[config.mk]
export PLATFORM = sky130hd
export DESIGN_NAME = mac_scheduler_flat
export DESIGN_NICKNAME = d
export VERILOG_FILES = /design/src/rtl/audio_pkg.sv /design/src/rtl/mac_scheduler_if.sv /design/src/rtl/zero_run_counter.sv /design/src/rtl/mac_scheduler.sv /design/src/flat_wrapper.sv
export SDC_FILE = /design/constraint.sdc
export NUM_CORES = 1
export LEC_CHECK = 0
export CAP_MARGIN = 30
export CELL_PAD_IN_SITES_DETAIL_PLACEMENT = 0
export CELL_PAD_IN_SITES_GLOBAL_PLACEMENT = 2
export CORE_UTILIZATION = 26
export CTS_CLUSTER_DIAMETER = 80
export DETAILED_ROUTE_END_ITERATION = 10
export GPL_TIMING_DRIVEN = 0
export PLACE_DENSITY = 0.93
export SKIP_LAST_GASP = 1
export SLEW_MARGIN = 10
export SYNTH_ARGS = -nofsm -noshare
export SYNTH_HDL_FRONTEND = slang
export SYNTH_HIERARCHICAL = 1
export SYNTH_SLANG_ARGS = --single-unit
export TNS_END_PERCENT = 1
[constraint.sdc]
create_clock -name Dclk -period 3.4 [get_ports Dclk]
set_clock_uncertainty 0.05 [all_clocks]
set_input_delay 0.68 -clock Dclk [delete_from_list [all_inputs] [get_ports Dclk]]
set_output_delay 0.68 -clock Dclk [all_outputs]
set_load 0.02 [all_outputs]
[src/rtl/audio_pkg.sv]
// Shared types and helpers for the audio filter MAC scheduling block.
// Latency: n/a (declarations only).
// Backpressure: n/a.
// Contents: scheduler state enum, default sample width, zero-frame predicate.
package audio_pkg;

  // Default sample width of the filter chain.
  localparam int DW_DEFAULT = 16;

  typedef enum logic [2:0] {
    ST_IDLE    = 3'd0,
    ST_CAPTURE = 3'd1,
    ST_RUN_L   = 3'd2,
    ST_RUN_R   = 3'd3,
    ST_DONE    = 3'd4,
    ST_ZACK    = 3'd5
  } sched_state_e;

  // A frame is silent only when both channels are exactly zero.
  function automatic logic is_zero_frame(input logic [DW_DEFAULT-1:0] l,
                                         input logic [DW_DEFAULT-1:0] r);
    return (l == '0) && (r == '0);
  endfunction

endpackage

[src/rtl/mac_scheduler_if.sv]
// Bus between the scheduler and its surroundings: frame input plus MAC/history controls.
// Latency: n/a (wires only).
// Backpressure: none; frames offered while the scheduler is busy are dropped and flagged.
// slave: scheduler side (takes input_ready/dataL/dataR, drives controls and status).
// master: environment side (drives frames, observes controls and status).
interface mac_scheduler_if #(
  parameter int DW = 16,
  parameter int AW = 4
);
  logic          input_ready;
  logic [DW-1:0] dataL;
  logic [DW-1:0] dataR;
  logic          hist_we;
  logic [AW-1:0] hist_waddr;
  logic [AW-1:0] hist_raddr;
  logic [AW-1:0] coef_addr;
  logic          mac_en;
  logic          mac_clr;
  logic          mac_ch;
  logic          out_ready;
  logic          out_zero;
  logic          sleeping;
  logic          overrun;

  modport slave (
    input  input_ready, dataL, dataR,
    output hist_we, hist_waddr, hist_raddr, coef_addr,
           mac_en, mac_clr, mac_ch, out_ready, out_zero, sleeping, overrun
  );

  modport master (
    output input_ready, dataL, dataR,
    input  hist_we, hist_waddr, hist_raddr, coef_addr,
           mac_en, mac_clr, mac_ch, out_ready, out_zero, sleeping, overrun
  );
endinterface

[src/rtl/zero_run_counter.sv]
// Counts consecutive accepted silent frames, saturating; flags sleep at saturation.
// Latency: sleeping reflects an acceptance on the following cycle.
// Backpressure: none; only acts on accepted frames.
// Ports: Dclk, Clear (sync, active-high), accept, is_zero -> sleeping.
module zero_run_counter #(
  parameter int SLEEP_COUNT = 800
) (
  input  logic Dclk,
  input  logic Clear,
  input  logic accept,
  input  logic is_zero,
  output logic sleeping
);

  localparam int ZW = $clog2(SLEEP_COUNT + 1);
  localparam logic [ZW-1:0] ZMAX = ZW'(SLEEP_COUNT);

  logic [ZW-1:0] zcnt_q, zcnt_d;

  always_comb begin
    zcnt_d = zcnt_q;
    if (accept) begin
      if (!is_zero) begin
        zcnt_d = '0;
      end else if (zcnt_q != ZMAX) begin
        zcnt_d = zcnt_q + 1'b1;
      end
    end
  end

  always_ff @(posedge Dclk) begin
    if (Clear) begin
      zcnt_q <= '0;
    end else begin
      zcnt_q <= zcnt_d;
    end
  end

  assign sleeping = (zcnt_q == ZMAX);

endmodule

[src/rtl/mac_scheduler.sv]
// Sequences one TAPS-tap FIR pass per channel (left then right) over a shared MAC.
// Latency: out_ready 2*TAPS+2 cycles after input_ready; 1 cycle for a sleeping zero frame.
// Backpressure: frames accepted only in IDLE/DONE; others are dropped and set sticky overrun.
// Ports: Dclk, Clear (sync, active-high), bus (mac_scheduler_if.slave).
module mac_scheduler
  import audio_pkg::*;
#(
  parameter int TAPS        = 16,
  parameter int AW          = 4,
  parameter int DW          = audio_pkg::DW_DEFAULT,
  parameter int SLEEP_COUNT = 800
) (
  input  logic           Dclk,
  input  logic           Clear,
  mac_scheduler_if.slave bus
);

  localparam logic [AW-1:0] LAST_TAP = AW'(TAPS - 1);

  sched_state_e  state_q, state_d;
  logic [AW-1:0] k_q, k_d;
  logic [AW-1:0] wptr_q, wptr_d;
  logic          overrun_q, overrun_d;

  logic [DW-1:0] data_l, data_r;
  logic          can_accept;
  logic          accept;
  logic          is_zero;
  logic          sleeping;

  assign data_l     = bus.dataL;
  assign data_r     = bus.dataR;
  assign is_zero    = is_zero_frame(data_l, data_r);
  assign can_accept = (state_q == ST_IDLE) || (state_q == ST_DONE);
  assign accept     = bus.input_ready && can_accept;

  zero_run_counter #(
    .SLEEP_COUNT(SLEEP_COUNT)
  ) u_zero_run (
    .Dclk    (Dclk),
    .Clear   (Clear),
    .accept  (accept),
    .is_zero (is_zero),
    .sleeping(sleeping)
  );

  // Next-state logic. A frame offered outside IDLE/DONE changes nothing but overrun.
  always_comb begin
    state_d   = state_q;
    k_d       = k_q;
    wptr_d    = wptr_q;
    overrun_d = overrun_q | (bus.input_ready & ~can_accept);
    case (state_q)
      ST_IDLE, ST_DONE: begin
        if (bus.input_ready) begin
          // sleeping is the pre-acceptance value: the frame that saturates zcnt still runs.
          state_d = (is_zero && sleeping) ? ST_ZACK : ST_CAPTURE;
        end else begin
          state_d = ST_IDLE;
        end
      end
      ST_CAPTURE: begin
        k_d     = '0;
        state_d = ST_RUN_L;
      end
      ST_RUN_L: begin
        if (k_q == LAST_TAP) begin
          k_d     = '0;
          state_d = ST_RUN_R;
        end else begin
          k_d = k_q + 1'b1;
        end
      end
      ST_RUN_R: begin
        if (k_q == LAST_TAP) begin
          k_d     = '0;
          wptr_d  = wptr_q + 1'b1;
          state_d = ST_DONE;
        end else begin
          k_d = k_q + 1'b1;
        end
      end
      ST_ZACK: begin
        state_d = ST_IDLE;
      end
      default: begin
        state_d = ST_IDLE;
      end
    endcase
  end

  // Moore output decode from state, k and wptr.
  logic          hist_we, mac_en, mac_clr, mac_ch, out_ready, out_zero;
  logic [AW-1:0] hist_waddr, hist_raddr, coef_addr;

  always_comb begin
    hist_we    = 1'b0;
    hist_waddr = '0;
    hist_raddr = '0;
    coef_addr  = '0;
    mac_en     = 1'b0;
    mac_clr    = 1'b0;
    mac_ch     = 1'b0;
    out_ready  = 1'b0;
    out_zero   = 1'b0;
    case (state_q)
      ST_CAPTURE: begin
        hist_we    = 1'b1;
        hist_waddr = wptr_q;
      end
      ST_RUN_L, ST_RUN_R: begin
        mac_en     = 1'b1;
        mac_clr    = (k_q == '0);
        mac_ch     = (state_q == ST_RUN_R);
        coef_addr  = k_q;
        // Newest sample sits at wptr; tap k reads k samples back, wrapping.
        hist_raddr = wptr_q - k_q;
      end
      ST_DONE: begin
        out_ready = 1'b1;
      end
      ST_ZACK: begin
        out_ready = 1'b1;
        out_zero  = 1'b1;
      end
      default: begin
      end
    endcase
  end

  always_ff @(posedge Dclk) begin
    if (Clear) begin
      state_q   <= ST_IDLE;
      k_q       <= '0;
      wptr_q    <= '0;
      overrun_q <= 1'b0;
    end else begin
      state_q   <= state_d;
      k_q       <= k_d;
      wptr_q    <= wptr_d;
      overrun_q <= overrun_d;
    end
  end

  assign bus.hist_we    = hist_we;
  assign bus.hist_waddr = hist_waddr;
  assign bus.hist_raddr = hist_raddr;
  assign bus.coef_addr  = coef_addr;
  assign bus.mac_en     = mac_en;
  assign bus.mac_clr    = mac_clr;
  assign bus.mac_ch     = mac_ch;
  assign bus.out_ready  = out_ready;
  assign bus.out_zero   = out_zero;
  assign bus.sleeping   = sleeping;
  assign bus.overrun    = overrun_q;

endmodule

[src/flat_wrapper.sv]
// flat-port wrapper written by rule: the top's interface ports become plain ports
module mac_scheduler_flat import audio_pkg::*;
#(
  parameter int TAPS        = 16,
  parameter int AW          = 4,
  parameter int DW          = audio_pkg::DW_DEFAULT,
  parameter int SLEEP_COUNT = 800
)
  (Dclk, Clear, bus_input_ready, bus_dataL, bus_dataR, bus_hist_we, bus_hist_waddr, bus_hist_raddr, bus_coef_addr, bus_mac_en, bus_mac_clr, bus_mac_ch, bus_out_ready, bus_out_zero, bus_sleeping, bus_overrun);
  mac_scheduler_if #(.DW(DW), .AW(AW)) bus_i ();
  input  logic Dclk;
  input  logic Clear;
  input wire logic [$bits(bus_i.input_ready)-1:0] bus_input_ready;
  input wire logic [$bits(bus_i.dataL)-1:0] bus_dataL;
  input wire logic [$bits(bus_i.dataR)-1:0] bus_dataR;
  output wire logic [$bits(bus_i.hist_we)-1:0] bus_hist_we;
  output wire logic [$bits(bus_i.hist_waddr)-1:0] bus_hist_waddr;
  output wire logic [$bits(bus_i.hist_raddr)-1:0] bus_hist_raddr;
  output wire logic [$bits(bus_i.coef_addr)-1:0] bus_coef_addr;
  output wire logic [$bits(bus_i.mac_en)-1:0] bus_mac_en;
  output wire logic [$bits(bus_i.mac_clr)-1:0] bus_mac_clr;
  output wire logic [$bits(bus_i.mac_ch)-1:0] bus_mac_ch;
  output wire logic [$bits(bus_i.out_ready)-1:0] bus_out_ready;
  output wire logic [$bits(bus_i.out_zero)-1:0] bus_out_zero;
  output wire logic [$bits(bus_i.sleeping)-1:0] bus_sleeping;
  output wire logic [$bits(bus_i.overrun)-1:0] bus_overrun;
  assign bus_i.input_ready = bus_input_ready;
  assign bus_i.dataL = bus_dataL;
  assign bus_i.dataR = bus_dataR;
  assign bus_hist_we = bus_i.hist_we;
  assign bus_hist_waddr = bus_i.hist_waddr;
  assign bus_hist_raddr = bus_i.hist_raddr;
  assign bus_coef_addr = bus_i.coef_addr;
  assign bus_mac_en = bus_i.mac_en;
  assign bus_mac_clr = bus_i.mac_clr;
  assign bus_mac_ch = bus_i.mac_ch;
  assign bus_out_ready = bus_i.out_ready;
  assign bus_out_zero = bus_i.out_zero;
  assign bus_sleeping = bus_i.sleeping;
  assign bus_overrun = bus_i.overrun;
  mac_scheduler #(.TAPS(TAPS), .AW(AW), .DW(DW), .SLEEP_COUNT(SLEEP_COUNT)) u_core (.Dclk(Dclk), .Clear(Clear), .bus(bus_i));
endmodule
==> results.md <==
- Combinational family with the most area after synthesis: simple AND/OR/NAND/NOR gates
- Slew at the pin closest to its max-slew limit: 0.464 ns
- Outcome: completed
- Achievable frequency: 323 MHz
- Worst Path Required: between 2 and 3 ns
- Hold violation count in the final report: 0
- Compound-cell area share of the yosys netlist: 0.159
- Clock tree from TritonCTS: done
- Post-Syn Nets: 224
- Wire length of the first global-routing pass: 6.33 mm
- Grt met3 use: 0.0214
- Area growth from synthesis to layout: 46.6%
- Number of flops mapped to enable cells by yosys: 0
- Simple-gate area share of the yosys netlist: 0.326
- Worst-path fanout max: 6
- Critical Path End Type: output pin
- Critical path type: register to output pin
- Flops & latches, synth: 22
- Pins Over Slew Limit: 0
- Clock root cell: clkbuf_8
- Unrepaired setup endpoints after global routing: no
- Via count of the first global-routing pass: 1383
- Clk sinks: 22
- Antenna Diode Count: 0
- Detailed-route vias per instance: 4.81
- Post-synthesis mux area share: 0.0205
- Inserted Clock Buffers: 3
- Maximum resistive drop on vdd: 0.149 mV
- Clock latency on the worst-skew pair: 0.26 ns
- Area taken by multi-input logic gates: approximately 920 µm²
- Initial core utilization: 0.278
- Minimum period implied by the final worst setup slack: 3.10 ns
- Gate Count Post-Synth: 180
- Width of the die: a little under 80 µm
- GRT Overall Usage: 0.132
- Routing layer with the top usage in global route: met2
- Remaining Overflow, GRT: 0
- Largest net degree at the start of global routing: 13
- Wirelength per Cell: around 12 µm
- P_leak: roughly 0.73 nW
- Warnings from Yosys: 6
- GPL Wtd Cong: 0.730
- H-tree levels: 1
- Total power density per cell area: 284 nW/µm²
- Final setup viols: 0
- Post-synth top area share: 0.301
- Die outline height: 77.1 µm
- Die Area: between 5000 and 6000 µm²
- Setup TNS: 0 ns
- HPWL reported at the end of detailed placement: ~2.9 mm
- Mean instance size in the synthesized netlist: between 8 and 9 µm²
- Num rows: 26
- Layout cell share with drive strength beyond 1: 0.0672
- Worst Path Arrival: approximately 2.4 ns
- Post-route DRC: 0
- Reg clk slew, reported paths: around 0.080 ns
- Post-CTS repair timing setup buffer count: 0
- Share of synthesized flip-flops with an asynchronous set or reset: 0
- DRT iter0 DRCs: 54
- Part of the Yosys area used for sequential elements: 0.301
- Flip-flop cell with the highest count after synthesis: dfxtp_1
- Drt total wl: 3.68 mm
- Fraction of the cycle the final worst path needs: 0.912
- Total Nets Final: 283
- Port buffer count: 54
- Count of pins on the block boundary: 55
- Most frequent cell after synthesis: dfxtp_1
- Most numerous cell types in the synthesized netlist: 22 x dfxtp_1, 20 x nor2_1, 15 x inv_1
- Antenna viol nets, final: 0
- Routed vias: 1480
- Count of unique library cells instantiated by Yosys: 45
- Worst Hold Class: register to register
- Number of buffers on the longest clock path: 2
- Most area-hungry cell type in the Yosys netlist: dfxtp_1
- Filler cells: between 500 and 600
- Reg area: 440 µm²
- Met2 routing resource usage after global routing: 0.230
- Worst Setup Start Kind: register
- Number of antenna violations at the first check in global routing: 0
- Worst-case hold slack: 0.426 ns
- Relative slew slack: 0.691
- Hold depth: 2
- Post-synthesis xor/xnor area fraction: 0.0418
- Top post-synthesis cells by area: dfxtp_1 30%, ha_1 6.8%, nor2_1 5.1%
- Hold-fix buffer count after cts: 0
- Post-cts sizing count: 0
- Post-synthesis cell area: 1470 µm²
- Initial DRT Pass Iterations: 4
- Max-cap check violation count: 0
- Worst-case reg-to-reg path depth: 7
- Adder-cell share of the synthesized area: 0.0820
- Global routing usage on met1: 0.162
- Core Region: 5270 µm²
## through the flow
step / std cells / area [µm²] / utilization / worst slack (ns) / power, mW
6_report: 308 / 2150 / 0.408 / 0.300 / 0.611
3_3_place_gp: 304 / 2090 / 0.397 / 0.593 / 0.430
4_1_cts: 308 / 2150 / 0.408 / 0.284 / 0.623
2_1_floorplan: 180 / 1470 / - / 0.953 / 0.355
3_5_place_dp: 304 / 2090 / 0.397 / 0.595 / 0.431
5_1_grt: 308 / 2150 / 0.408 / 0.0348 / 0.648
## flip-flops by register name (all words and copies together), names as in the netlist
name                      flops
u_core/u_zero_run/zcnt_q     10
u_core/k_q                    4
u_core/wptr_q                 4
u_core/state_q                3
u_core/bus.overrun            1
## per-layer routing
metal | up-vias | routed length, µm
li1 | 779 | -
met5 | - | 0
met1 | 660 | 1770
met3 | 2 | 141
met4 | 0 | 35
met2 | 39 | 1730
## cells by family (layout without fill, tap and decap cells)
logic type	count (synthesis)	in the layout
compound gates	34	34
flops	22	22
buf+inv	22	80
mux	3	3
simple gates	83	83
fa+ha+maj	9	9
xor+xnor	7	7
## layout make-up
class                   instances  share of cell area
multi-input cells             136               0.429
well taps                      70              0.0408
clock buffers                   4              0.0256
inverters                      15              0.0262
repair buffers                 54               0.252
flip-flops and latches         22               0.205
plain buffers                   7              0.0215
## power by group
part	internal, mW	total (mW)	switching [mW]	leakage (nW)
clock network	0.103	0.186	0.0834	0.0288
registers	0.264	0.272	0.00742	0.178
logic	0.0793	0.153	0.0735	0.521
total	0.446	0.611	0.164	0.727
## cells in the final DEF (no fill, tap or decap), types with 4 or more instances in the layout
| master | Yosys | layout |
|---|---|---|
| nand4_1 | 8 | 8 |
| o21ai_0 | 5 | 5 |
| nand3_1 | 6 | 6 |
| clkbuf_8 | 0 | 4 |
| nor2_1 | 20 | 20 |
| ha_1 | 8 | 8 |
| clkdlybuf4s50_1 | 0 | 54 |
| a21oi_1 | 8 | 8 |
| inv_1 | 15 | 15 |
| nand2_1 | 8 | 8 |
| xor2_1 | 5 | 5 |
| nor3_1 | 4 | 4 |
| dfxtp_1 | 22 | 22 |
| a31oi_1 | 4 | 4 |
| nor4_1 | 12 | 12 |
| and2_1 | 5 | 5 |
## final timing paths
kind | startpoint | endpoint | slack [ns]
setup / recovery | u_core/k_q[1] | bus_hist_raddr[3] | 0.30
hold / removal | u_core/bus.overrun | u_core/bus.overrun | 0.43
setup reg to reg | u_core/state_q[1] | u_core/u_zero_run/zcnt_q[8] | 1.36
hold reg to reg | u_core/bus.overrun | u_core/bus.overrun | 0.43
## critical path, cell delays in order, from the launching register on
cell	delay (ns)
dfxtp_1	0.45
inv_1	0.13
ha_1	0.29
nor2b_1	0.13
o21a_1	0.18
o21ai_0	0.13
nor3b_1	0.19
clkdlybuf4s50_1	0.63
(Power assumes the default switching activity.)
